`src/rtl/mips_mc_controller.sv`:
```
// Multicycle MIPS control unit: Moore FSM sequencing fetch/decode/execute
// and driving datapath enables, mux selects and the ALU f code.
module mips_mc_controller (
   input  logic       clk,
   input  logic       rst_n,
   input  logic [5:0] op,
   input  logic [5:0] funct,
   input  logic       zero,
   output logic       pcen,
   output logic       irwrite,
   output logic       memwrite,
   output logic       regwrite,
   output logic       iord,
   output logic       regdst,
   output logic       memtoreg,
   output logic       alusrca,
   output logic [1:0] alusrcb,
   output logic [1:0] pcsrc,
   output logic [2:0] alucontrol,
   output logic [3:0] state
);

   localparam logic [3:0] FETCH   = 4'd0;
   localparam logic [3:0] DECODE  = 4'd1;
   localparam logic [3:0] MEMADR  = 4'd2;
   localparam logic [3:0] MEMRD   = 4'd3;
   localparam logic [3:0] MEMWB   = 4'd4;
   localparam logic [3:0] MEMWR   = 4'd5;
   localparam logic [3:0] RTYPEEX = 4'd6;
   localparam logic [3:0] RTYPEWB = 4'd7;
   localparam logic [3:0] BEQEX   = 4'd8;
   localparam logic [3:0] ADDIEX  = 4'd9;
   localparam logic [3:0] ADDIWB  = 4'd10;
   localparam logic [3:0] JEX     = 4'd11;

   localparam logic [5:0] OP_LW   = 6'b100011;
   localparam logic [5:0] OP_SW   = 6'b101011;
   localparam logic [5:0] OP_RTYP = 6'b000000;
   localparam logic [5:0] OP_BEQ  = 6'b000100;
   localparam logic [5:0] OP_ADDI = 6'b001000;
   localparam logic [5:0] OP_J    = 6'b000010;

   logic [3:0] state_d;
   logic [1:0] aluop;
   logic       pcwrite, branch;
   logic       irwrite_s, memwrite_s, regwrite_s;

   always_ff @(posedge clk or negedge rst_n) begin
      if (!rst_n) state <= FETCH;
      else        state <= state_d;
   end

   always_comb begin
      state_d = FETCH;
      unique case (state)
         FETCH:   state_d = DECODE;
         DECODE: begin
            unique case (op)
               OP_LW, OP_SW: state_d = MEMADR;
               OP_RTYP:      state_d = RTYPEEX;
               OP_BEQ:       state_d = BEQEX;
               OP_ADDI:      state_d = ADDIEX;
               OP_J:         state_d = JEX;
               default:      state_d = FETCH;
            endcase
         end
         MEMADR:  state_d = (op == OP_SW) ? MEMWR : MEMRD;
         MEMRD:   state_d = MEMWB;
         RTYPEEX: state_d = RTYPEWB;
         ADDIEX:  state_d = ADDIWB;
         default: state_d = FETCH;
      endcase
   end

   always_comb begin
      irwrite_s  = 1'b0;
      memwrite_s = 1'b0;
      regwrite_s = 1'b0;
      pcwrite    = 1'b0;
      branch     = 1'b0;
      iord       = 1'b0;
      regdst     = 1'b0;
      memtoreg   = 1'b0;
      alusrca    = 1'b0;
      alusrcb    = 2'b00;
      pcsrc      = 2'b00;
      aluop      = 2'b00;
      unique case (state)
         FETCH: begin
            irwrite_s = 1'b1;
            pcwrite   = 1'b1;
            alusrcb   = 2'b01;
         end
         DECODE:  alusrcb = 2'b11;
         MEMADR: begin
            alusrca = 1'b1;
            alusrcb = 2'b10;
         end
         MEMRD:   iord = 1'b1;
         MEMWB: begin
            regwrite_s = 1'b1;
            memtoreg   = 1'b1;
         end
         MEMWR: begin
            iord       = 1'b1;
            memwrite_s = 1'b1;
         end
         RTYPEEX: begin
            alusrca = 1'b1;
            aluop   = 2'b10;
         end
         RTYPEWB: begin
            regwrite_s = 1'b1;
            regdst     = 1'b1;
         end
         BEQEX: begin
            alusrca = 1'b1;
            aluop   = 2'b01;
            branch  = 1'b1;
            pcsrc   = 2'b01;
         end
         ADDIEX: begin
            alusrca = 1'b1;
            alusrcb = 2'b10;
         end
         ADDIWB:  regwrite_s = 1'b1;
         JEX: begin
            pcwrite = 1'b1;
            pcsrc   = 2'b10;
         end
         default: ;
      endcase
   end

   always_comb begin
      alucontrol = 3'b010;
      if (aluop == 2'b01) begin
         alucontrol = 3'b110;
      end else if (aluop == 2'b10) begin
         unique case (funct)
            6'b100010: alucontrol = 3'b110;
            6'b100100: alucontrol = 3'b000;
            6'b100101: alucontrol = 3'b001;
            6'b101010: alucontrol = 3'b111;
            default:   alucontrol = 3'b010;
         endcase
      end
   end

   // Write enables are gated by reset so an aborted instruction cannot commit.
   assign pcen     = rst_n & (pcwrite | (branch & zero));
   assign irwrite  = rst_n & irwrite_s;
   assign memwrite = rst_n & memwrite_s;
   assign regwrite = rst_n & regwrite_s;

endmodule

```
`config.mk`:
```
export PLATFORM = sky130hd
export DESIGN_NAME = mips_mc_controller
export DESIGN_NICKNAME = d
export VERILOG_FILES = /design/src/rtl/mips_mc_controller.sv
export SDC_FILE = /design/constraint.sdc
export NUM_CORES = 1
export LEC_CHECK = 0
export BUFFER_PORTS_ARGS = -buffer_cell sky130_fd_sc_hd__buf_4
export CORE_MARGIN = 8
export CORE_UTILIZATION = 33
export DETAILED_ROUTE_END_ITERATION = 10
export GPL_TIMING_DRIVEN = 0
export PLACE_DENSITY = 0.66
export RECOVER_POWER = 25
export SLEW_MARGIN = 20
export SYNTH_ARGS = -nofsm -noshare
export SYNTH_HDL_FRONTEND = slang
export SYNTH_SLANG_ARGS = --single-unit
```
`constraint.sdc`:
```
create_clock -name clk -period 2.5 [get_ports clk]
set_clock_uncertainty 0.15 [all_clocks]
set_input_delay 0.5 -clock clk [delete_from_list [all_inputs] [get_ports clk]]
set_output_delay 0.5 -clock clk [all_outputs]
set_load 0.02 [all_outputs]
```
After elaboration in Yosys (flattened, before gate mapping):

Index checks and enable logic that the tools add are counted.

* output and inout bits: 19
* bits of input ports: 15
* flip-flop bits (word level): 4
* logic and storage cells: 55

* reductions and logical operators: 8
* mux-type cells: 18
* bitwise gates (word level): 6
* equality and inequality tests: 22

Operators with widths (count)
* $eq A6 B6 Y1 const B: 6
* $pmux W4 S6: 1
* $pmux W4 S5: 1
* $eq A4 B3 Y1 const B: 4
* $eq A4 B4 Y1 const B: 4
* $pmux W3 S4: 1
* $mux W1: 9
* $mux W3: 3
* $eq A4 B2 Y1 const B: 2
* $pmux W2 S2: 2
* $reduce_or A2 Y1: 4
* $eq A6 B2 Y1 const B: 1
* $eq A6 B3 Y1 const B: 1
* $eq A6 B4 Y1 const B: 1
* $logic_not A6 Y1: 1
* $pmux W2 S3: 1
* $and A1 B1 Y1: 5
* $eq A4 B1 Y1 const B: 1
* $logic_not A4 Y1: 1
* $reduce_or A4 Y1: 1
* $reduce_or A3 Y1: 1
* $eq A2 B1 Y1 const B: 1
* $eq A2 B2 Y1 const B: 1
* $or A1 B1 Y1: 1

Depth between registers and ports, before layout:

* word-level depth: 5
* mapped depth: 4
* gate-level depth less buffers: 3

Least setup slack after synthesis:

No wires, ideal clock.

* path type: register to output
* start: register state[0]
* end: output port alucontrol[1]
* required time: 1850 ps
* path buffers: 0
* setup slack: 295 ps
* arrival time: 1555 ps
* cell stages (with the launch flop): 4
* path through: dfrtp_1 -> and4bb_2 -> nand2_1 -> or4b_2

* cells in the longest elaborated chain, start to end: 5
* elaborated cells between the ends (all ways): 7
* classes of those cells: eq/ne (4); mux (3)

RTL lines
* start, declared: line 20 `output logic [3:0] state`
* start signal, assigned: line 50 `else state <= state_d;`
* $eq A4 B4 Y1 or $eq A4 B3 Y1 (tied branches): line 88 `unique case (state)`
* $pmux W2 S2 (*): line 88
* $eq A2 B2 Y1: line 139 `end else if (aluop == 2'b10) begin`
* $mux W3: line 139
* $mux W3 (*): line 137 `if (aluop == 2'b01) begin`
* end, declared: line 19 `output logic [2:0] alucontrol,`

Mark *: on every way between the ends. The rest lies on a longest branch, timed or not.

Final worst setup path:

* start: register state[2]
* end: output port alucontrol[1]

The elaborated chain is that of the path after synthesis.

==> results_dict.tcl <==
set metrics [dict create \
    tmin_final_ns 2.436 \
    finalCritPeriodShare 0.9745 \
    power-per-cell-area_nw_per_um2 845.8 \
    largest_register_ffs 4 \
    antenna_cells_inserted 0 \
    detailed_route_drc_error_count 0 \
    fmax_ghz 0.4104 \
    ir_worst_vdd_mv 0.4633 \
    seq_area_frac_synth 0.1961 \
    path_depth 4 \
    ant_nets 0 \
    vias_per_cell 5.306 \
    status "completed" \
    root_buffer "sky130_fd_sc_hd__clkbuf_4" \
    placementRows 14 \
    grt_overflow_total 0 \
    number_of_buffers_inserted_by_port_buffering 32 \
    yosys_register_bits 4 \
    layout.cells.most_common_list "sky130_fd_sc_hd__buf_4 (31), sky130_fd_sc_hd__nand2_1 (6), sky130_fd_sc_hd__nor2_1 (6)" \
    number_of_synthesized_flops_with_an_enable_pin 0 \
    worstHoldPathType "primary input to flip-flop" \
    mapped_area_um2 510.5 \
    cts_max_path_buffers 2 \
    drt-total-wl_um 1681 \
    syn-instance-count 71 \
    cts-buffers-inserted 3 \
    whs_ns 0.4265 \
    crit_slowest_cell "sky130_fd_sc_hd__or4b_2" \
    io-pin-count 34 \
    setup_viol_count_final 0 \
    tritoncts "done" \
    mappedNetlistNets 86 \
    ys_flop_type "sky130_fd_sc_hd__dfrtp_1" \
    critPathKind "flip-flop to primary output" \
    path_cells "nor2b_2 > nand2_1 > or4b_2 > buf_4" \
    fp.dieArea_um2 3061 \
    tightest_slew_ns 0.4514 \
    routabilityCongestion 0.7663 \
    finish.net_count 125 \
    rsz0062_at_grt "yes" \
    registers.top_by_ff_count "state" \
    clock_insertion_delay_worst_skew_ns 0.24 \
    final_core_utilization 0.5485 \
    cts-htree-levels 1 \
    required_ns 1.85 \
    vias 658 \
    first_iter_violations 11 \
    top_layer_reached_by_signal_wires "met3" \
    hold_path_depth 4 \
    final_layout_size_suffix_gt1_frac 0.3796 \
    die-width_um 55.33 \
    final_cells 124 \
    clk_pin_slew_worst_paths_ns 0.04 \
    layout_commonest_cell "sky130_fd_sc_hd__buf_4" \
    cp.buffers_inverters 1 \
    crit_end_element "primary output" \
    grt_start_max_net_pins 11 \
    wire_length_of_the_first_global_routing_pass_um 2870 \
    post_synth_num_cell_types 32 \
    die_height_um 55.33 \
    post_synth.cell_area_avg_um2 7.190 \
    first_global_vias 652 \
    final_max_slew_viol_count 0 \
    async_flop_share 1.000 \
    timing.slew.headroom 0.6991 \
    timing.critical_path.fanout_max 6 \
    delay_of_the_slowest_critical_path_stage_ns 0.61 \
    drt-met1-wl_um 777 \
    yosys_synthesis_warning_count 0 \
    dr.pass1.iters 4 \
    groute.usage.overall 0.1108 \
    cts.sinks 4 \
    dpl.cell_count 119 \
    antenna_found_initial 0 \
    post_drt_wl_per_cell_um 13.56 \
    cp_top_family "simple AND/OR/NAND/NOR gates" \
    core_area_um2 1471 \
    finalHoldViolCount 0 \
    max-cap-violations 0 \
    setup.worst_path.start_class "flip-flop" \
    place_hpwl_um 1408 \
    reg2reg_depth 4 \
    cp_data_arrival_time_ns 1.79 \
    power_leakage_nw 0.3829 \
    floorplan.initialDensity 0.3469 \
    met2_wirelength_um 774 \
    areaGrowthSynthToFinish_pct 58.09 \
    wl_met3_um 129 \
    biggestRegsByFlops "state: 4 flops" \
]
-- worst reg2reg max path: stages, from the launching register on --
cell                       delay, ns
sky130_fd_sc_hd__dfrtp_1        0.42
sky130_fd_sc_hd__buf_1          0.25
sky130_fd_sc_hd__nor3b_1        0.37
sky130_fd_sc_hd__o211ai_1       0.14
sky130_fd_sc_hd__o211ai_1       0.12
-- kinds of logic (layout without fill, tap and decap cells) --
kind of cell / Yosys count / count (layout) / synth area share
AOI/OAI and AO/OA: 13 / 13 / 0.1765
buffers and inverters: 8 / 45 / 0.05883
xor gates and xnor gates: 4 / 4 / 0.06864
DFF: 4 / 4 / 0.1961
and+or+nand+nor: 42 / 42 / 0.5000
-- per-layer routing --
layer / global-route usage / vias up
met4: 0.04225 / 0
met2: 0.1779 / 30
li1: - / 336
met1: 0.1229 / 292
met3: 0.05251 / 0
met5: 0 / -
-- path summary, 6_finish.rpt --
path | start | to | slack (ns)
max | state[2] | alucontrol[1] | 0.06
min | op[4] | state[3] | 0.43
max reg2reg | state[2] | state[1] | 0.96
min reg2reg | state[1] | state[0] | 0.50
max in group asynchronous | rst_n | state[1] | 1.37
min in group asynchronous | rst_n | state[2] | 0.54
-- area by class of cell --
| class | count | area [um^2] |
|---|---|---|
| flip-flops and latches | 4 | 101.3 |
| fillers | 158 | 664.4 |
| clock buffers | 3 | 22.52 |
| multi-input cells | 59 | 382.9 |
| plain buffers | 5 | 18.77 |
| repair buffers | 34 | 250.2 |
| well taps | 16 | 20.02 |
| inverters | 3 | 11.26 |
-- cells in the mapped netlist (all sizes together), types with 2 or more instances --
| cell | instances | area share |
|---|---|---|
| a21oi | 3 | 0.029 |
| and3 | 4 | 0.051 |
| buf | 2 | 0.015 |
| clkbuf | 3 | 0.022 |
| dfrtp | 4 | 0.20 |
| inv | 3 | 0.022 |
| nand2 | 6 | 0.044 |
| nand2b | 2 | 0.025 |
| nand3 | 3 | 0.029 |
| nor2 | 6 | 0.044 |
| nor2b | 3 | 0.037 |
| nor3 | 4 | 0.039 |
| nor3b | 3 | 0.044 |
| o211ai | 2 | 0.029 |
| o21ai | 4 | 0.039 |
| or3 | 2 | 0.025 |
| xor2 | 3 | 0.051 |
-- power by group --
group / total (mW) / internal [mW] / switching, mW
clock network: 0.0803 / 0.0537 / 0.0266
logic: 0.494 / 0.208 / 0.286
registers: 0.108 / 0.0863 / 0.0217
total: 0.683 / 0.348 / 0.334
-- through the flow --
step / setup TNS, ns / setup slack [ns] / total power [mW] / instance area [um^2]
6_report: 0 / 0.06364 / 0.6826 / 807.0
5_1_grt: -0.01853 / -0.01853 / 0.7376 / 807.0
4_1_cts: 0 / 0.03036 / 0.6930 / 813.3
3_5_place_dp: 0 / 0.09083 / 0.5935 / 770.7
3_3_place_gp: 0 / 0.1016 / 0.5910 / 770.7
2_1_floorplan: 0 / 0.2950 / 0.4037 / 510.5
-- timing repair --
item / 4_1_cts / 5_1_grt
hold buffers: 1 / 0
setup endpoints to repair: 1 / 1
setup buffers: 1 / 0
resized for setup: 1 / 1
gates cloned: 0 / 0
pin swaps: 0 / 0
hold endpoints to repair: 4 / 0
No activity file was read; power rests on OpenSTA's default activity.
